## config.mk

```make
export PLATFORM = sky130hd
export DESIGN_NAME = serial_receiver
export DESIGN_NICKNAME = d
export VERILOG_FILES = /design/src/rtl/serial_receiver.sv
export SDC_FILE = /design/constraint.sdc
export NUM_CORES = 1
export LEC_CHECK = 0
export CAP_MARGIN = 10
export CORE_UTILIZATION = 40
export CTS_CLUSTER_DIAMETER = 200
export DETAILED_ROUTE_END_ITERATION = 10
export GPL_ROUTABILITY_DRIVEN = 0
export PLACE_DENSITY_LB_ADDON = 0.08
export SETUP_SLACK_MARGIN = 0.02
export SLEW_MARGIN = 20
export SYNTH_ARGS = -nofsm -noshare
export SYNTH_HDL_FRONTEND = slang
export SYNTH_SLANG_ARGS = --single-unit
```

## constraint.sdc

```tcl
create_clock -name Clock -period 2.8 [get_ports Clock]
set_input_delay 0.56 -clock Clock [delete_from_list [all_inputs] [get_ports Clock]]
set_output_delay 0.56 -clock Clock [all_outputs]
set_load 0.05 [all_outputs]
```

## src/rtl/serial_receiver.sv

```systemverilog
// serial_receiver
//   Receive side of the serial line. Hunts for an alternating preamble
//   (1010...10), shifts in a 24-bit header, validates it, then descrambles
//   the payload (x^7+x^4+1 additive scrambler) and emits bytes MSB first.
//
// Ports
//   Clock        in   rising-edge system clock
//   Reset        in   asynchronous, active-low reset
//   Input        in   serial line bit, sampled every rising edge
//   Output_Data  out  [7:0]  last descrambled byte (held between strobes)
//   Output_Valid out  one-cycle strobe, Output_Data valid
//   Frame_Start  out  one-cycle strobe, header accepted
//   Frame_End    out  one-cycle strobe, coincides with the last byte's Output_Valid
//   Header_Error out  one-cycle strobe, header rejected
//   Rate         out  [3:0]  rate field of the last accepted header
//   Length       out  [11:0] byte count of the last accepted header
//   Error_Count  out  [7:0]  (only with RX_ERROR_COUNT_EN) saturating count of
//                     header rejects and late preamble alternation breaks
//
// Build option: define RX_ERROR_COUNT_EN to add Error_Count.
// Header layout assumes HEADER_LEN = 24:
//   [23:20] rate, [19] reserved(0), [18:7] length, [6] even parity over [23:7],
//   [5:0] tail(0).

module serial_receiver #(
  parameter int unsigned PREAMBLE_LEN   = 96,
  parameter int unsigned HEADER_LEN     = 24,
  parameter logic [6:0]  SCRAMBLER_SEED = 7'b1011101
) (
  input  logic        Clock,
  input  logic        Reset,
  input  logic        Input,
  output logic [7:0]  Output_Data,
  output logic        Output_Valid,
  output logic        Frame_Start,
  output logic        Frame_End,
  output logic        Header_Error,
  output logic [3:0]  Rate,
  output logic [11:0] Length
`ifdef RX_ERROR_COUNT_EN
  ,
  output logic [7:0]  Error_Count
`endif
);

  localparam int unsigned PCW = $clog2(PREAMBLE_LEN + 1);
  localparam int unsigned HCW = $clog2(HEADER_LEN);

  typedef enum logic [1:0] {
    ST_HUNT,
    ST_PREAMBLE,
    ST_HEADER,
    ST_DATA
  } state_t;

  state_t                state_q, state_d;
  logic [PCW-1:0]        pcnt_q, pcnt_d;
  logic [HCW-1:0]        hcnt_q, hcnt_d;
  logic [HEADER_LEN-2:0] hdr_q, hdr_d;
  logic [6:0]            scr_q, scr_d;
  logic [2:0]            bit_cnt_q, bit_cnt_d;
  logic [6:0]            shreg_q, shreg_d;
  logic [11:0]           byte_cnt_q, byte_cnt_d;
  logic [7:0]            data_q, data_d;
  logic                  valid_q, valid_d;
  logic                  fstart_q, fstart_d;
  logic                  fend_q, fend_d;
  logic                  herr_q, herr_d;
  logic [3:0]            rate_q, rate_d;
  logic [11:0]           len_q, len_d;

  logic [HEADER_LEN-1:0] hdr_full;
  logic                  hdr_ok;
  logic                  hdr_done;
  logic                  brk;
  logic                  scr_f;
  logic                  dbit;

  assign hdr_full = {hdr_q, Input};
  assign hdr_ok   = (^hdr_full[23:6] == 1'b0) && !hdr_full[19] &&
                    (hdr_full[5:0] == 6'd0) && (hdr_full[18:7] != 12'd0);
  assign hdr_done = (state_q == ST_HEADER) && (hcnt_q == HCW'(HEADER_LEN - 1));
  // Odd counts end on a 1, so the expected next bit is the complement of pcnt_q[0].
  assign brk      = (state_q == ST_PREAMBLE) && (Input == pcnt_q[0]);
  assign scr_f    = scr_q[6] ^ scr_q[3];
  assign dbit     = Input ^ scr_f;

`ifdef RX_ERROR_COUNT_EN
  logic [7:0] errcnt_q, errcnt_d;
  logic       err_inc;

  assign err_inc     = (brk && (pcnt_q >= PCW'(16))) || (hdr_done && !hdr_ok);
  assign Error_Count = errcnt_q;
`endif

  always_comb begin
    state_d    = state_q;
    pcnt_d     = pcnt_q;
    hcnt_d     = hcnt_q;
    hdr_d      = hdr_q;
    scr_d      = scr_q;
    bit_cnt_d  = bit_cnt_q;
    shreg_d    = shreg_q;
    byte_cnt_d = byte_cnt_q;
    data_d     = data_q;
    valid_d    = 1'b0;
    fstart_d   = 1'b0;
    fend_d     = 1'b0;
    herr_d     = 1'b0;
    rate_d     = rate_q;
    len_d      = len_q;
`ifdef RX_ERROR_COUNT_EN
    errcnt_d   = (err_inc && (errcnt_q != 8'hFF)) ? errcnt_q + 8'd1 : errcnt_q;
`endif

    case (state_q)
      ST_HUNT: begin
        if (Input) begin
          pcnt_d  = PCW'(1);
          state_d = ST_PREAMBLE;
        end
      end

      ST_PREAMBLE: begin
        if (!brk) begin
          pcnt_d = pcnt_q + PCW'(1);
          if (pcnt_q == PCW'(PREAMBLE_LEN - 1)) begin
            hcnt_d  = '0;
            state_d = ST_HEADER;
          end
        end else if (Input) begin
          // A repeated 1 may be the first bit of a fresh preamble.
          pcnt_d = PCW'(1);
        end else begin
          pcnt_d  = '0;
          state_d = ST_HUNT;
        end
      end

      ST_HEADER: begin
        hdr_d  = hdr_full[HEADER_LEN-2:0];
        hcnt_d = hcnt_q + HCW'(1);
        // The check uses the just-sampled 24th bit so the verdict strobes
        // in the following cycle and payload bit 1 lands in DATA.
        if (hdr_done) begin
          hcnt_d = '0;
          if (hdr_ok) begin
            rate_d     = hdr_full[23:20];
            len_d      = hdr_full[18:7];
            fstart_d   = 1'b1;
            scr_d      = SCRAMBLER_SEED;
            bit_cnt_d  = '0;
            byte_cnt_d = '0;
            state_d    = ST_DATA;
          end else begin
            herr_d  = 1'b1;
            state_d = ST_HUNT;
          end
        end
      end

      ST_DATA: begin
        scr_d     = {scr_q[5:0], scr_f};
        shreg_d   = {shreg_q[5:0], dbit};
        bit_cnt_d = bit_cnt_q + 3'd1;
        if (bit_cnt_q == 3'd7) begin
          data_d     = {shreg_q, dbit};
          valid_d    = 1'b1;
          byte_cnt_d = byte_cnt_q + 12'd1;
          // Compare before increment so Length=4095 ends without wrapping.
          if (byte_cnt_q + 12'd1 == len_q) begin
            fend_d  = 1'b1;
            state_d = ST_HUNT;
          end
        end
      end

      default: state_d = ST_HUNT;
    endcase
  end

  always_ff @(posedge Clock or negedge Reset) begin
    if (!Reset) begin
      state_q    <= ST_HUNT;
      pcnt_q     <= '0;
      hcnt_q     <= '0;
      hdr_q      <= '0;
      scr_q      <= SCRAMBLER_SEED;
      bit_cnt_q  <= '0;
      shreg_q    <= '0;
      byte_cnt_q <= '0;
      data_q     <= '0;
      valid_q    <= 1'b0;
      fstart_q   <= 1'b0;
      fend_q     <= 1'b0;
      herr_q     <= 1'b0;
      rate_q     <= '0;
      len_q      <= '0;
`ifdef RX_ERROR_COUNT_EN
      errcnt_q   <= '0;
`endif
    end else begin
      state_q    <= state_d;
      pcnt_q     <= pcnt_d;
      hcnt_q     <= hcnt_d;
      hdr_q      <= hdr_d;
      scr_q      <= scr_d;
      bit_cnt_q  <= bit_cnt_d;
      shreg_q    <= shreg_d;
      byte_cnt_q <= byte_cnt_d;
      data_q     <= data_d;
      valid_q    <= valid_d;
      fstart_q   <= fstart_d;
      fend_q     <= fend_d;
      herr_q     <= herr_d;
      rate_q     <= rate_d;
      len_q      <= len_d;
`ifdef RX_ERROR_COUNT_EN
      errcnt_q   <= errcnt_d;
`endif
    end
  end

  assign Output_Data  = data_q;
  assign Output_Valid = valid_q;
  assign Frame_Start  = fstart_q;
  assign Frame_End    = fend_q;
  assign Header_Error = herr_q;
  assign Rate         = rate_q;
  assign Length       = len_q;

endmodule

```

==> flow_summary.ini <==
[floorplanning]
rows = 39
dieArea_mm2 = 0.0123
dieWidth_um = 111
initial_utilization_pct = 41.4
coreArea_mm2 = 0.0115
fp.dieH_um = 111
pin_count = 31

[sta]
relSlewSlack_pct = 58.2
final.setup.tns_ns = 0
tightest_slew_ns = 0.627
hold_violations = 0
period_needed_ns = 2.39
rsz0062_at_grt = no
setup_violations = 0
finalMaxSlewViolations = 0
max_freq_mhz = 418
skew_ns = 0.00847
fin_crit_sh_pct = 85.4

[outcome]
outcome = finished clean

[logic_synthesis]
synth_top_area_share_pct = 46.9
syn_inst = 491
synth.avg_cell_area_um2 = 9.66
synth_largest_area_cell = dfrtp_1
synth.area.top_cells = dfrtp_1 (47%), nand2_1 (11%), mux2_4 (4.4%)
synthArstFlopShare_pct = 100
synth_area_mm2 = 0.00474
ys.flop_type = dfrtp_1
ys_seq_area_share_pct = 49.7
synth-edff-count = 0
synth_fp_nets = 500
yosys_warnings = 0
ys_types = 53
ys_ff_latch = 94

[global_route]
grt_pass1_vias = 3468
grt_pass1_wl_um = 17800
grt_max_degree = 47
grt.total_usage_pct = 18.4
antenna_found_initial = 0
grt_overflow = 0

[drt]
drt_wl_total_um = 10500
vias = 3582
drtIter0Drc = 162
ant_nets = 0
remaining_drc_errors = 0
wl_per_cell_um = 15.8
first_pass_iters = 5
vias_per_cell = 5.35

[critical_path]
crit_path_start_kind = flop
worst-r2r-setup-slack_ns = 0.41
critPathKind = reg -> reg
end_kind = flop
worst-endpoint-required_ns = 3.03
arrival_ns = 2.62
path_max_fanout = 22

[clock_tree]
cts_buffer_depth = 2
cts_max_level = 3
clk_pin_slew_worst_paths_ns = 0.06
insertion_delay_ns = 0.35
cts_hold_buf = 0
cts_resized = 0
numCtsBuffers = 9
cts_tree = done
postCtsSetupRepairBufs = 0
clock_sinks = 94
cts-root-buf = clkbuf_16

[flow_run]
drv_cap = 0

[cells_and_area]
final_layout_size_suffix_gt1_share_pct = 11.4
syn2layout_area_growth_pct = 16.6
postLayoutCellArea_mm2 = 0.00553
diodes = 0
fin_nets = 532

[min_path]
hold_class = in -> async

[placement]
portBuffers = 30
hpwlAfterDp_um = 7340
placed_area_mm2 = 0.00524

[power]
max-vdd-ir-drop_mv = 0.263
p_leak_nw = 2.66
p_per_area_mw_per_mm2 = 521
synthesized netlist by cell type (2+ instances only):
cell / n
inv_1: 9
mux2_4: 14
clkbuf_1: 17
o211ai_1: 5
a21oi_1: 14
mux2_2: 7
or3_1: 3
nand3b_1: 2
o221ai_1: 5
ha_1: 6
dfstp_2: 5
xnor3_1: 2
nor4_1: 6
a211o_1: 2
and4_1: 2
xor2_1: 6
o31ai_1: 2
nor2_1: 26
dfrtp_1: 89
nand2_1: 136
clkinv_1: 2
a31o_2: 2
and3_1: 4
a21o_1: 5
xnor2_1: 24
a31oi_1: 2
o22a_1: 3
nand4_1: 6
a22o_1: 2
a22oi_1: 2
buf_1: 5
and2_1: 4
nand2b_1: 2
o21ai_0: 21
o41ai_1: 2
o31a_1: 5
nand3_1: 22
buf_6: 2
nor3_1: 4
final timing paths:
path | start | to | depth (start not counted)
max | hdr_q[18] | Length[4] | 6
min | Reset | Output_Data[3] | 1
max reg2reg | hdr_q[18] | Length[4] | 6
min reg2reg | Output_Data[4] | Output_Data[4] | 2
max in group asynchronous | Reset | Output_Data[4] | 2
min in group Clock | Output_Data[4] | Output_Data[4] | 2
worst max-delay path: stages (launching register included):
cell and delay, ns:
dfrtp_1 0.42, or4_1 0.54, nor4_2 0.27, nand3_1 0.18
mux2i_4 0.21, nand2_4 0.26, mux2_4 0.38
placed cells by master (no fill, tap or decap), drive strengths merged, types with 3 or more instances in the layout:
cell type / n
nand2: 137
dfrtp: 89
clkdlybuf4s50: 29
nor2: 26
xnor2: 25
nand3: 22
o21ai: 21
mux2: 21
buf: 16
a21oi: 14
clkbuf: 13
inv: 9
nor4: 7
xor2: 6
nand4: 6
ha: 6
o211ai: 5
a21o: 5
o31a: 5
o221ai: 5
dfstp: 5
and2: 4
nor3: 4
and3: 4
or3: 3
o22a: 3
layer usage:
metal  global-route usage [%]  routed length (um)  up-vias
met5                        0                   0        -
met4                     9.16                 257        0
met3                     3.01                 336       18
met2                     28.5                4750       68
met1                     25.0                5200     1750
li1                         -                   -     1746
through the flow:
stage	hold WS (ns)	utilization (%)	power (mW)	instances	setup WS, ns
2_1_floorplan	0.264	-	1.58	491	0.557
5_1_grt	0.274	48.2	3.00	669	0.309
6_report	0.226	48.2	2.88	669	0.410
4_1_cts	0.250	48.2	2.92	669	0.414
3_5_place_dp	0.459	45.7	1.67	655	0.268
3_3_place_gp	0.455	45.7	1.67	655	0.295
power by group:
| group | leakage [nW] | total, mW | switching, mW | internal, mW |
|---|---|---|---|---|
| Combinational | 1.31 | 0.215 | 0.143 | 0.0721 |
| Sequential | 1.20 | 1.43 | 0.0451 | 1.38 |
| Clock | 0.142 | 1.24 | 0.504 | 0.732 |
final cells by class:
type                            instances  area (um^2)
Multi-Input combinational cell        362         2240
Inverter                               11         41.3
Sequential cell                        94         2360
Clock inverter                          1         30.0
Tap cell                              143          179
Clock buffer                           13          260
Timing Repair Buffer                   45          423
Fill cell                            1071         5940
sequential cells by signal, summed over array words and instances (netlist names):
name	flops
Frame_End	1
Output_Data	8
scr_q	7
shreg_q	7
bit_cnt_q	3
hdr_q	23
Length	12
Rate	4
Header_Error	1
pcnt_q	7
state_q	2
hcnt_q	5
Frame_Start	1
Output_Valid	1
byte_cnt_q	12
cell families (layout without fill, tap and decap cells):
group	Yosys count	count (layout)	synth area share, %
and+or+nand+nor	223	223	20.7
adders and majority gates	6	6	1.58
DFF	94	94	49.7
xor gates and xnor gates	34	34	7.33
AOI/OAI and AO/OA	76	76	10.8
muxes	23	23	6.78
buffers and inverters	35	70	3.09
(Power assumes the default switching activity.)
==> RTL change: new RTL, same flow settings <==
The parameter `HEADER_LEN` goes from 24 to 48. Comments in the files are not updated.
--- a/src/rtl/serial_receiver.sv
+++ b/src/rtl/serial_receiver.sv
@@ -24,7 +24,7 @@
 
 module serial_receiver #(
   parameter int unsigned PREAMBLE_LEN   = 96,
-  parameter int unsigned HEADER_LEN     = 24,
+  parameter int unsigned HEADER_LEN     = 48,
   parameter logic [6:0]  SCRAMBLER_SEED = 7'b1011101
 ) (
   input  logic        Clock,
Behaviour: same outputs for any inputs over 10 cycles, from zero or initial values and one cycle with Reset low; that may be too few to reach the edited logic, so the function may still have changed.
==> RTL change against the original RTL <==
Via count decreased by 4.3%; area after synthesis decreased by 1.8%; sequential cell count increased by 1; count of clock-buffer cells in the layout decreased by 4; final area decreased by 1.1%; wire length decreased by 6.7%; setup slack got worse by 87 ps; critical path depth unchanged; cell count decreased by 1.3%.
Power is not compared: it rests on default switching activity, and its combinational part moved more than twofold at a synthesized area within 25%.
==> RTL change: results <==
sta:
  fin_ws_ps: 323
  relSlewSlack: 0.516
  holdWs_ps: 213
  skew_ps: 7.53
grt:
  grt_first_pass_wirelength_um: 16400
  grt_start_max_net_pins: 46
  met1_usage: 0.261
  use_met2: 0.267
  first_global_vias: 3209
  gr-usage-met3: 0.0344
  grtUsageTotal: 0.181
power_and_ir_drop:
  p_comb_mw: 1.19
synthesis:
  synth.distinct_cells: 45
  netlist_top_cells_count: "nand2_1, dfrtp_1, o21ai_0, xnor2_1, clkbuf_1"
  ys_ff_latch: 95
  synthCells: 477
  synth-xor-area-share: 0.0717
  ys_seq_area_frac: 0.512
  synth-compound-area-share: 0.102
  synthAdderAreaFrac: 0.0161
  syn_nets: 486
  synth_mux_area_frac: 0.0553
  synth_area_leaders: "dfrtp_1, nand2_1, xnor2_1"
critical_path:
  cp_top_family: "XOR/XNOR gates"
  path_max_fanout: 17
  worst_path_largest_cell_delay_ps: 490
  arrival_ps: 2700
  cp_slowest_cell: "xnor3_1"
routing:
  wl_met1_um: 5070
  viasPerCell: 5.20
  drtIter0Drc: 190
  wl_met3_um: 234
  dr_wl_met2_um: 4400
  detail_route.wl_per_cell_um: 14.9
  wl_um: 9840
  drt_pass1_iterations: 4
placement:
  dpl_cell_area_mm2: 0.00516
  place_ws_ps: 103
  dpl.cell_count: 645
  dp_hpwl_um: 6910
clock_tree:
  cts_root_buf: "clkbuf_16"
  cts-buffers-inserted: 9
cells_and_area:
  nNetsFinal: 522
  drive_gt1_frac: 0.108
outcome:
  outcome: "complete, no violations"
RTL change: cell types whose count changed after synthesis, sizes merged, moves of 6 or more:
cell    change
buf         -6
nand2b      +6
nor2       -10
nor3        +6
RTL change: final cells by class:
class / count / area [um2]
Clock buffer: 9 / 225
Clock inverter: 6 / 86.3
Fill cell: 1093 / 5900
Inverter: 5 / 18.8
Multi-Input combinational cell: 358 / 2180
Sequential cell: 95 / 2380
Tap cell: 143 / 179
Timing Repair Buffer: 44 / 403
RTL change: worst paths after layout:
path | startpoint | end | cells past startpoint
setup / recovery | hdr_q[13] | Rate[0] | 6
max in group asynchronous | Reset | scr_q[0] | 2
hold / removal | Reset | Frame_Start | 1
hold reg to reg | Output_Data[5] | Output_Data[5] | 2
min in group Clock | Output_Data[5] | Output_Data[5] | 2
setup reg to reg | hdr_q[13] | Rate[0] | 6
